### src/rtl/nibble_parity_pkg.sv
// Shared FSM state encoding and frame constants for the nibble parity receiver.
package nibble_parity_pkg;

   typedef enum logic [1:0] {
      S_IDLE   = 2'd0,
      S_DATA   = 2'd1,
      S_PARITY = 2'd2,
      S_STOP   = 2'd3
   } state_t;

   localparam int   DATA_BITS = 4;
   localparam int   IDX_W     = $clog2(DATA_BITS);
   localparam logic START     = 1'b0;
   localparam logic STOP      = 1'b1;

endpackage

### src/rtl/nibble_parity_rx_parity4.sv
// Even-parity generator over one nibble; identical to the transmit-side XOR tree.
module parity4
   import nibble_parity_pkg::*;
(
   input  logic [DATA_BITS-1:0] i_data,
   output logic                 o_par
);

   assign o_par = ^i_data;

endmodule

### src/rtl/nibble_parity_rx.sv
// Serial nibble receiver: start, d0..d3 LSB first, even parity, stop; ready/valid output.
// Error counter is built only when NIBBLE_PARITY_RX_ERRCNT_EN is defined; otherwise err_cnt is 0.
//
// state    | meaning
// S_IDLE   | line idle, waiting for a start bit on a tick
// S_DATA   | shifting in d0..d3, r_idx selects the bit
// S_PARITY | sampling the parity bit, latching the parity error
// S_STOP   | sampling the stop bit; load output or flag framing error
module nibble_parity_rx
   import nibble_parity_pkg::*;
#(
   parameter int CNT_W = 8
) (
   input  logic             clk,
   input  logic             rst,
   input  logic             bit_tick,
   input  logic             sin,
   input  logic             rdy,
   output logic [3:0]       dout,
   output logic             vld,
   output logic             par_err,
   output logic             frm_err,
   output logic             ovr,
   output logic [CNT_W-1:0] err_cnt
);

   state_t                 r_state;
   logic [IDX_W-1:0]       r_idx;
   logic [DATA_BITS-1:0]   r_shift;
   logic                   r_perr;
   logic [DATA_BITS-1:0]   r_dout;
   logic                   r_vld;
   logic                   r_par_err;
   logic                   r_frm_err;
   logic                   r_ovr;

   logic                   w_par;
   logic                   w_load;
   logic                   w_ferr;

   parity4 u_parity4 (
      .i_data (r_shift),
      .o_par  (w_par)
   );

   assign w_load = bit_tick && (r_state == S_STOP) && (sin == STOP);
   assign w_ferr = bit_tick && (r_state == S_STOP) && (sin == START);

   always_ff @(posedge clk) begin
      if (rst) begin
         r_state   <= S_IDLE;
         r_idx     <= '0;
         r_shift   <= '0;
         r_perr    <= 1'b0;
         r_dout    <= '0;
         r_vld     <= 1'b0;
         r_par_err <= 1'b0;
         r_frm_err <= 1'b0;
         r_ovr     <= 1'b0;
      end else begin
         r_frm_err <= w_ferr;

         if (bit_tick) begin
            case (r_state)
               S_IDLE: begin
                  if (sin == START) begin
                     r_state <= S_DATA;
                     r_idx   <= '0;
                  end
               end
               S_DATA: begin
                  r_shift[r_idx] <= sin;
                  if (r_idx == IDX_W'(DATA_BITS - 1)) begin
                     r_state <= S_PARITY;
                  end else begin
                     r_idx <= r_idx + IDX_W'(1);
                  end
               end
               S_PARITY: begin
                  r_perr  <= w_par ^ sin;
                  r_state <= S_STOP;
               end
               S_STOP: begin
                  r_state <= S_IDLE;
               end
               default: begin
                  r_state <= S_IDLE;
               end
            endcase
         end

         // A new load wins over acceptance; the old nibble counts as consumed only if rdy was high.
         if (w_load) begin
            r_dout    <= r_shift;
            r_par_err <= r_perr;
            r_vld     <= 1'b1;
            if (r_vld && !rdy) begin
               r_ovr <= 1'b1;
            end
         end else if (r_vld && rdy) begin
            r_vld <= 1'b0;
         end
      end
   end

   assign dout    = r_dout;
   assign vld     = r_vld;
   assign par_err = r_par_err;
   assign frm_err = r_frm_err;
   assign ovr     = r_ovr;

`ifdef NIBBLE_PARITY_RX_ERRCNT_EN
   logic [CNT_W-1:0] r_err_cnt;
   logic             w_err_inc;

   assign w_err_inc = (w_load && r_perr) || w_ferr;

   always_ff @(posedge clk) begin
      if (rst) begin
         r_err_cnt <= '0;
      end else if (w_err_inc && (r_err_cnt != {CNT_W{1'b1}})) begin
         r_err_cnt <= r_err_cnt + CNT_W'(1);
      end
   end

   assign err_cnt = r_err_cnt;
`else
   assign err_cnt = '0;
`endif

endmodule

### config.mk
export PLATFORM = sky130hd
export DESIGN_NAME = nibble_parity_rx
export DESIGN_NICKNAME = d
export VERILOG_FILES = /design/src/rtl/nibble_parity_pkg.sv /design/src/rtl/nibble_parity_rx_parity4.sv /design/src/rtl/nibble_parity_rx.sv
export SDC_FILE = /design/constraint.sdc
export NUM_CORES = 1
export LEC_CHECK = 0
export ABC_AREA = 1
export ABC_CLOCK_PERIOD_IN_PS = 3340
export CORE_ASPECT_RATIO = 2
export CORE_MARGIN = 2
export CORE_UTILIZATION = 37
export DETAILED_ROUTE_END_ITERATION = 7
export PLACE_DENSITY = 0.68
export SLEW_MARGIN = 0
export SYNTH_ARGS = -nofsm -noshare
export SYNTH_HDL_FRONTEND = slang
export SYNTH_SLANG_ARGS = --single-unit
### constraint.sdc
create_clock -name clk -period 3.34 [get_ports clk]
set_input_delay 0.501 -clock clk [delete_from_list [all_inputs] [get_ports clk]]
set_output_delay 0.501 -clock clk [all_outputs]
set_load 0.02 [all_outputs]
**Word level (Yosys, flattened, before mapping)**

Index checks and enable logic that the tools add are counted.
Widths: inputs -> output; s select.

- Input bits: 5
- Logic and storage cells: 48
- Output and inout bits: 16
- Register bits: 17

- Order comparisons: 2
- Add/subtract/negate cells: 1
- Reduce and logical (&&, ||, !) cells: 16
- Bitwise logic cells: 2
- Equality and inequality tests: 7
- Muxes and demuxes: 11

Operators by type and width:

| cell | number |
|---|---|
| $mux 2 | 4 |
| $pmux 2 s4 | 1 |
| $eq 2x2->1 const B | 3 |
| $logic_and 1x1->1 | 6 |
| $ne 2x2->1 const B | 3 |
| $reduce_and 2->1 | 3 |
| $bwmux 4 | 1 |
| $pmux 2 s2 | 1 |
| $reduce_and 4->1 | 1 |
| $reduce_bool 2->1 | 2 |
| $reduce_xor 4->1 | 1 |
| $lt 2x3->1 const B | 1 |
| $mux 1 | 3 |
| $reduce_and 3->1 | 1 |
| $add 2x1->2 const B | 1 |
| $demux 1 s2 | 1 |
| $eq 2x1->1 const B | 1 |
| $ge 2x1->1 const B | 1 |
| $logic_not 2->1 | 1 |
| $logic_not 1->1 | 1 |
| $not 1->1 | 1 |
| $xor 1x1->1 | 1 |

**Longest topological paths before layout**

Gate-level depths: netlist of the first run.

- Word-level depth: 5
- Mapped depth: 9
- Gate-level depth less buffers: 8

**Modules after synthesis**

A second synthesis of the first run with hierarchy kept.

- Cells, all modules: 139
- Area, all modules: 1033.5 um^2

By module, submodules not included:

| module | instances | area each (um^2) | sequential area each (um^2) | cells an instance |
|---|---|---|---|---|
| nibble_parity_rx | 1 | 959.7 | 340.3 | 120 |
| parity4 | 1 | 73.8 | 0.0 | 19 |

**Worst setup path before layout of the first run**

Ideal clock, no wire load.

- Path type: reg-to-reg
- Start point: reg r_state[0]
- End point: reg r_idx[1]
- Required time: 3.222 ns
- Setup time: 0.118 ns
- Arrival: 1.097 ns
- Period minus slack after synthesis: 1.215 ns
- Cell stages (with the launch flop): 9
- Slack: 2.125 ns
- Buffers on the path: 0
- Path through: dfxtp_1 > inv_1 > ha_1 > nand2_4 > nand2_2 > a21oi_4 > nand2_1 > o21ai_0 > nor2_1

- Longest elaborated chain between the ends: 3
- Elaborated cells on any way between the ends: 7
- Classes of those cells: eq/ne (3); mux (1); reduce/logical (3)

Ends and longest elaborated chain:

| what | RTL line | RTL |
|---|---|---|
| from (decl) | nibble_parity_rx.sv:27 | `state_t r_state;` |
| from (signal assigned) | nibble_parity_rx.sv:51 | `r_state <= S_IDLE;` |
| from (signal assigned) | nibble_parity_rx.sv:67 | `r_state <= S_DATA;` |
| from (signal assigned) | nibble_parity_rx.sv:74 | `r_state <= S_PARITY;` |
| $eq 2x1->1 / $logic_not 2->1 (equally long branches) | nibble_parity_rx.sv:64 | `case (r_state)` |
| $ne 2x2->1 (no source line) / $reduce_bool 2->1 (equally long branches) | -- |  |
| $reduce_and 4->1 (no source line) | -- |  |
| to (signal assigned) | nibble_parity_rx.sv:76 | `r_idx <= r_idx + IDX_W'(1);` |
| to (decl) | nibble_parity_rx.sv:28 | `logic [IDX_W-1:0] r_idx;` |

Parallel ways exist; a longest one is shown, timed or not.
A chain may end at the register's enable or synchronous reset.

**Final worst setup path of the first run**

- Start point: reg r_vld, in the netlist vld
- End point: out vld

RTL lines:

| what | RTL line | RTL |
|---|---|---|
| from (decl) | nibble_parity_rx.sv:32 | `logic r_vld;` |
| from (signal assigned) | nibble_parity_rx.sv:56 | `r_vld <= 1'b0;` |
| from (signal assigned) | nibble_parity_rx.sv:96 | `r_vld <= 1'b1;` |
| from (signal assigned) | nibble_parity_rx.sv:101 | `r_vld <= 1'b0;` |
| to (decl) | nibble_parity_rx.sv:20 | `output logic vld,` |

No word-level cell between the ends.

==> results.md, run 1 <==
* cell depth of the worst min-delay path: 2
* TritonCTS buffer count: 3
* core footprint: 2540 sq um
* Pins Over Slew Limit: 0
* critical path's top delay family: buffers and inverters
* H-tree depth: 1
* Residual DRC: 0
* number of nets in the layout: 149
* post-route fraction of the period consumed by the critical path: 51.4%
* final setup violation count: 0
* maximum vdd drop: 0.000194 V
* Achievable Freq: 0.582 GHz
* I/O pin count: 21
* Crit path largest cell delay: 0.61 ns
* post-synth cell types: 27
* arrival time at the worst endpoint: 1.22 ns
* global route total overflow: 0
* Leak: 0.473 nW
* endpoints failing hold: 0
* setup repair after global routing missed its margin: no
* shortest clock period the worst path allows after layout: 1.72 ns
* Die ar.: 3100 sq um
* Tightest Hold Check Type: register to register
* source of the worst hold timing path: par_err$_SDFFE_PP0P_
* cell at the root of the clock tree: clkbuf_8
* CP Class: register to output port
* most frequent cells in the layout: 19 x nand2_1, 17 x dfxtp_1, 13 x inv_1
* wire length of the first global-routing pass: 3.26 mm
* Critical-path top delay cell: clkdlybuf4s50_1
* Gate Count Post-Synth: 121
* number of vias after detailed routing: 776
* summed negative setup slack over all endpoints: 0 ns
* vertical die dimension: 76.8 um
* cell count after placement: 157
* number of buffers inserted by hold repair at cts: 0
* number of vias per cell: 4.82
* Seq/Total Area, Yosys: 34.7%
* Worst Path Buf+Inv: 1
* run status: completed
* cell type contributing the most total cell area after synthesis: dfxtp_1
* later-pin clock latency in the skew report: 0.26 ns
* cell area after technology mapping: 980 sq um
* final estimated routing congestion in global placement: 0.736
* via count of the first global-routing pass: 755
* buffers added on ports: 12
* Filler cells: 262
* ordered cell list for the critical path: clkdlybuf4s50_1
* share of cells above drive strength 1: 9.77%
* final WL: 1.87 mm
* number of storage elements in the synthesis netlist: 17
* endpoint of the worst hold path: par_err$_SDFFE_PP0P_
* detailed-route wire length per cell: 11.6 um
* count of synthesis-stage warnings from yosys: 0
* clock tree from TritonCTS: done
* setup bufs post-CTS: 0
* worst reg-to-reg setup slack: 1.92 ns
* post-synthesis to final-layout area growth: 13.9%
* destination of the worst register-to-register timing path: r_idx[1]$_SDFFE_PP0P_
* count of instances resized after the clock tree is built: 0
* Starting Density: 38.6%
* max-cap violations: 0
* proportion of netlist area held by the largest area contributor: 34.7%
* Worst EP required: 2.84 ns
* Placement Rows: 26
* post-route antenna net violation count: 0
* type of element capturing the critical path: output port
* maximum buffer depth of the clock tree: 2
* 1st-pass router iterations: 4
* worst r2r path cells: 8
* width of the chip: 40.4 um
* Antenna Diode Count: 0
* most frequent standard cell in the layout excluding fill and tap cells: nand2_1
* DRC violation total after the first TritonRoute iteration: 11
* PwrDens: 429 nW/um^2
* number of antenna violations at the first check in global routing: 0
* Critical Path Fanout Max: 3
* count of clock tree sinks: 17
* RR Startpoint: r_state[0]$_SDFFE_PP0P_
* pin count of the biggest net entering global routing: 11
* worst-case hold slack: 0.471 ns
* biggest area contributors in the synthesized netlist: dfxtp_1 35%, ha_1 13%, nand2_1 7.3%
* mean instance size in the synthesized netlist: 8.10 sq um
* final cell count without fillers: 161
* clock transition at the registers of the reported paths: 0.06 ns
* worst clock skew: 0.00166 ns
* all-layer global routing usage: 15.2%
* sort of element at the start of the critical path: register
* post-detail-place hpwl: 1.51 mm
[power by group]
group / total, W / internal, W / switching, W
logic: 0.000101 / 0.0000361 / 0.0000645
clock network: 0.000155 / 0.0000849 / 0.0000704
registers: 0.000223 / 0.000213 / 0.00000991
[routing by layer]
metal	track usage (%)	vias to the layer above	share of wire (%)
met5	0	-	0
met1	15.2	352	35
met4	9.67	0	3.4
met2	25.1	20	58
met3	3.76	5	3.6
li1	-	399	-
[kinds of logic (layout without fill, tap and decap cells)]
group	after synthesis	after routing	share of synthesized area [%]
other cells	1	8	0.383
buf+inv	27	32	15.6
simple gates	38	38	19.2
flops	17	17	34.7
compound gates	26	26	15.6
fa+ha+maj	10	10	12.8
xor+xnor	2	2	1.79
[flip-flops by register name, indices dropped and copies added (netlist names)]
signal   count
dout         4
r_shift      4
r_idx        2
r_state      2
frm_err      1
ovr          1
par_err      1
r_perr       1
vld          1
[through the flow]
stage          worst slack, ns  power, W  instance area (sq um)  util [%]
2_1_floorplan             2.12  0.000313                   1010         -
3_3_place_gp              1.48  0.000321                   1070      42.2
3_5_place_dp              1.42  0.000328                   1070      42.2
4_1_cts                   1.62  0.000483                   1120      44.0
5_1_grt                   1.54  0.000507                   1120      44.0
6_report                  1.62  0.000479                   1120      44.0
[worst max-delay path by stage]
stage / from / endpoint / slack, ns / depth (start not counted)
final: vld$_SDFFE_PP0P_ / vld / 1.62 / 1
after global routing: sin / r_perr$_SDFFE_PP0P_ / 1.54 / 8
after CTS: vld$_SDFFE_PP0P_ / vld / 1.62 / 1
after detailed placement: sin / r_perr$_SDFFE_PP0P_ / 1.42 / 8
after global placement: sin / r_perr$_SDFFE_PP0P_ / 1.48 / 8
after floorplan: r_state[0]$_SDFFE_PP0P_ / r_idx[1]$_SDFFE_PP0P_ / 2.12 / 8
[synth_stat cells, drive strengths merged]
library cell and n:
nand2 22, a31oi 1, buf 10, dfxtp 17, nor3 1, conb 1, nand3 11, o221a 1
xnor2 1, nor2 4, clkbuf 1, o21ai 10, xor2 1, a21oi 13, ha 10, inv 16
o31a 1
[final cells by class]
class                      count  area, sq um  area share (%)
clock buffer                   4         45.0            4.04
inverter                      16         62.6            5.61
multi-input combinational     84          513            46.0
sequential                    17          340            30.5
tap                           28         35.0            3.14
timing repair buffer          12          120            10.8
Power figures use the tool's default switching activity.
==> run 2: changes to the inputs <==
--- a/config.mk
+++ b/config.mk
@@ -6,12 +6,12 @@
 export NUM_CORES = 1
 export LEC_CHECK = 0
 export ABC_AREA = 1
-export ABC_CLOCK_PERIOD_IN_PS = 3340
+export ABC_CLOCK_PERIOD_IN_PS = 1400
 export CORE_ASPECT_RATIO = 2
 export CORE_MARGIN = 2
 export CORE_UTILIZATION = 37
 export DETAILED_ROUTE_END_ITERATION = 7
-export PLACE_DENSITY = 0.68
+export PLACE_DENSITY = 0.71
 export SLEW_MARGIN = 0
 export SYNTH_ARGS = -nofsm -noshare
 export SYNTH_HDL_FRONTEND = slang
==> constraint.sdc (replaced) <==
create_clock -name clk -period 1.4 [get_ports clk]
set_input_delay 0.21 -clock clk [delete_from_list [all_inputs] [get_ports clk]]
set_output_delay 0.21 -clock clk [all_outputs]
set_load 0.02 [all_outputs]
==> run 2 against run 1 <==
Net effect: register-to-register slack worse by 1.8 ns; clock-buffer cell count unchanged; worst hold slack worse by 0.0048 ns; total power up 140%; sequential share of layout area is 0.82 points lower; setup slack lost 1.5 ns; clock power is 140% higher; critical path depth is 6 higher; global-route usage fell by 1.3 points; final cell count up 1.9%; die area did not move; combinational power rose to 2.5 times the previous value.
==> results.md, run 2 (synthesis gave the netlist of run 1 again) <==
* run status: completed
* H-tree depth: 1, unchanged
* Die ar.: 3100 sq um, unchanged
* 1st-pass router iterations: 4, unchanged
* CP Class: register to register
* TritonCTS buffer count: 3, unchanged
* last element of the critical path: r_idx[1]$_SDFFE_PP0P_
* most frequent cells in the layout: 19 x nand2_1, 16 x dfxtp_1, 12 x inv_1, 12 x a21oi_1
* final WL: 1.86 mm, -0.48%
* buffers added on ports: 12, unchanged
* pin count of the biggest net entering global routing: 11, unchanged
* count of clock tree sinks: 17, unchanged
* setup bufs post-CTS: 0, unchanged
* cell at the root of the clock tree: clkbuf_8
* I/O pin count: 21, unchanged
* later-pin clock latency in the skew report: 0.26 ns, about the same
* clock transition at the registers of the reported paths: 0.07 ns, about the same
* detailed-route wire length per cell: 11.4 um, -2.3%
* Crit path largest cell delay: 0.34 ns, -0.27 ns
* share of cells above drive strength 1: 14.7%, +4.9 points
* number of antenna violations at the first check in global routing: 0, unchanged
* Filler cells: 262, unchanged
* worst r2r path cells: 7, -1
* summed negative setup slack over all endpoints: 0 ns, unchanged
* number of vias after detailed routing: 811, +4.5%
* post-detail-place hpwl: 1.53 mm, +1.5%
* final setup violation count: 0, unchanged
* Residual DRC: 0, unchanged
* cell count after placement: 160, +1.9%
* Tightest Hold Check Type: register to register
* critical path's top delay family: flip-flops
* max-cap violations: 0, unchanged
* core footprint: 2540 sq um, unchanged
* post-placement worst setup slack: -0.0228 ns, -1.45 ns
* type of element capturing the critical path: register
* total power: 0.00116 W, +140%
* arrival time at the worst endpoint: 1.42 ns, +0.20 ns
* Starting Density: 38.6%, unchanged
* Leak: 0.542 nW, +15%
* Achievable Freq: 0.790 GHz
* final cell count without fillers: 164, +1.9%
* Critical-path top delay cell: dfxtp_2
* post-route fraction of the period consumed by the critical path: 90.5%
* Worst EP required: 1.55 ns, -1.29 ns
* worst path setup slack after routing: 0.133 ns, -1.49 ns
* setup repair after global routing missed its margin: no
* maximum buffer depth of the clock tree: 2, unchanged
* maximum vdd drop: 0.000539 V, +180%
* via count of the first global-routing pass: 761, +0.79%
* Non-Filler Cell Area, Final: 1150 sq um, +3.1%
* all-layer global routing usage: 13.9%, -1.3 points
* wire length of the first global-routing pass: 3.04 mm, -6.8%
* number of vias per cell: 4.95, +2.6%
* RR Startpoint: r_state[0]$_SDFFE_PP0P_
* width of the chip: 40.4 um, unchanged
* shortest clock period the worst path allows after layout: 1.27 ns
* final estimated routing congestion in global placement: 0.764, +3.8%
* vertical die dimension: 76.8 um, unchanged
* Placement Rows: 26, unchanged
* most frequent cell on the critical path: nand2_1
* Antenna Diode Count: 0, unchanged
* ordered cell list for the critical path: inv_1 > ha_2 > nand2_1 > a21oi_4 > nand2_1 > o21ai_0 > nor2_1
* destination of the worst register-to-register timing path: r_idx[1]$_SDFFE_PP0P_
* global route total overflow: 0, unchanged
* Worst Path Buf+Inv: 1, unchanged
* Worst setup startpoint: r_state[0]$_SDFFE_PP0P_
* Stages on worst setup path: 7, +6
* PwrDens: 1010 nW/um^2, +140%
* post-synthesis to final-layout area growth: 17.5%
* Critical Path Fanout Max: 4, +1
* Pins Over Slew Limit: 0, unchanged
* endpoints failing hold: 0, unchanged
* post-route antenna net violation count: 0, unchanged
* most frequent standard cell in the layout excluding fill and tap cells: nand2_1
* placed inst area: 1110 sq um, +3.3%
* sort of element at the start of the critical path: register
* worst clock skew: 0.0102 ns, +0.00853 ns
* clock tree from TritonCTS: done
* number of nets in the layout: 152, +2.0%
* worst reg-to-reg setup slack: 0.13 ns, -1.79 ns
* DRC violation total after the first TritonRoute iteration: 11, unchanged
run 2: changes by cell type in the layout (fill, tap and decap cells not counted), moves of 2 or more:
cell,before,now
dlygate4sd2_1,0,7
buf_4,0,2
ha_2,0,2
clkdlybuf4s50_1,12,4
ha_1,10,8
run 2: worst register-to-register path: stages, from the launching register on:
cell and delay [ns]:
dfxtp_2 0.34, inv_1 0.12, ha_2 0.22, nand2_1 0.09
a21oi_4 0.17, nand2_1 0.08, o21ai_0 0.08, nor2_1 0.05
run 2: per-stage QoR:
stage	hold slack (ns)	util [%]
after floorplan	0.385	-
after global placement	0.450	43.6
after detailed placement	0.462	43.6
after CTS	0.471	45.0
after global routing	0.483	45.4
final	0.466	45.4
run 2: worst min-delay path by stage:
stage	cells past startpoint	slack, ns	startpoint	end
3_3_place_gp	2	0.45	par_err$_SDFFE_PP0P_	par_err$_SDFFE_PP0P_
5_1_grt	2	0.48	r_perr$_SDFFE_PP0P_	par_err$_SDFFE_PP0P_
3_5_place_dp	2	0.46	r_perr$_SDFFE_PP0P_	par_err$_SDFFE_PP0P_
4_1_cts	2	0.47	r_perr$_SDFFE_PP0P_	par_err$_SDFFE_PP0P_
2_1_floorplan	3	0.38	rdy	vld$_SDFFE_PP0P_
6_report	2	0.47	r_perr$_SDFFE_PP0P_	par_err$_SDFFE_PP0P_
run 2: cell type report:
cell class | instances | area (sq um) | area share [%]
Sequential cell | 17 | 342 | 29.7
Tap cell | 28 | 35.0 | 3.04
Timing Repair Buffer | 15 | 149 | 12.9
Clock buffer | 4 | 45.0 | 3.91
Multi-Input combinational cell | 84 | 518 | 45.0
Inverter | 16 | 62.6 | 5.43
run 2: power by group:
| part | switching, W | internal [W] | leakage (nW) |
|---|---|---|---|
| Combinational | 0.000156 | 0.0000969 | 0.381 |
| Clock | 0.000174 | 0.000203 | 0.0228 |
| Sequential | 0.0000241 | 0.000510 | 0.138 |
| Total | 0.000354 | 0.000810 | 0.542 |
run 2: layer usage:
metal  GRT usage [%]  part of all wire [%]  vias to the layer above  wire (um)
li1                -                     -                      407          -
met1            12.8                    37                      385        683
met2            24.0                    57                       14       1070
met3            2.60                   3.1                        5         57
met4            10.0                   2.8                        0         53
met5               0                     0                        -          0
run 2: repair_timing:
action	in CTS	in global routing
pin swaps	0	0
hold buffers	0	0
gates resized for setup	7	5
setup endpoints to repair	7	3
==> run 3: changes to the inputs <==
--- a/config.mk
+++ b/config.mk
@@ -12,7 +12,7 @@
 export CORE_UTILIZATION = 37
 export DETAILED_ROUTE_END_ITERATION = 7
 export PLACE_DENSITY = 0.71
-export SLEW_MARGIN = 0
+export SLEW_MARGIN = 20
 export SYNTH_ARGS = -nofsm -noshare
 export SYNTH_HDL_FRONTEND = slang
 export SYNTH_SLANG_ARGS = --single-unit
==> results of run 3 <==
The final DEF is identical to that of run 2; final timing and power are the same.
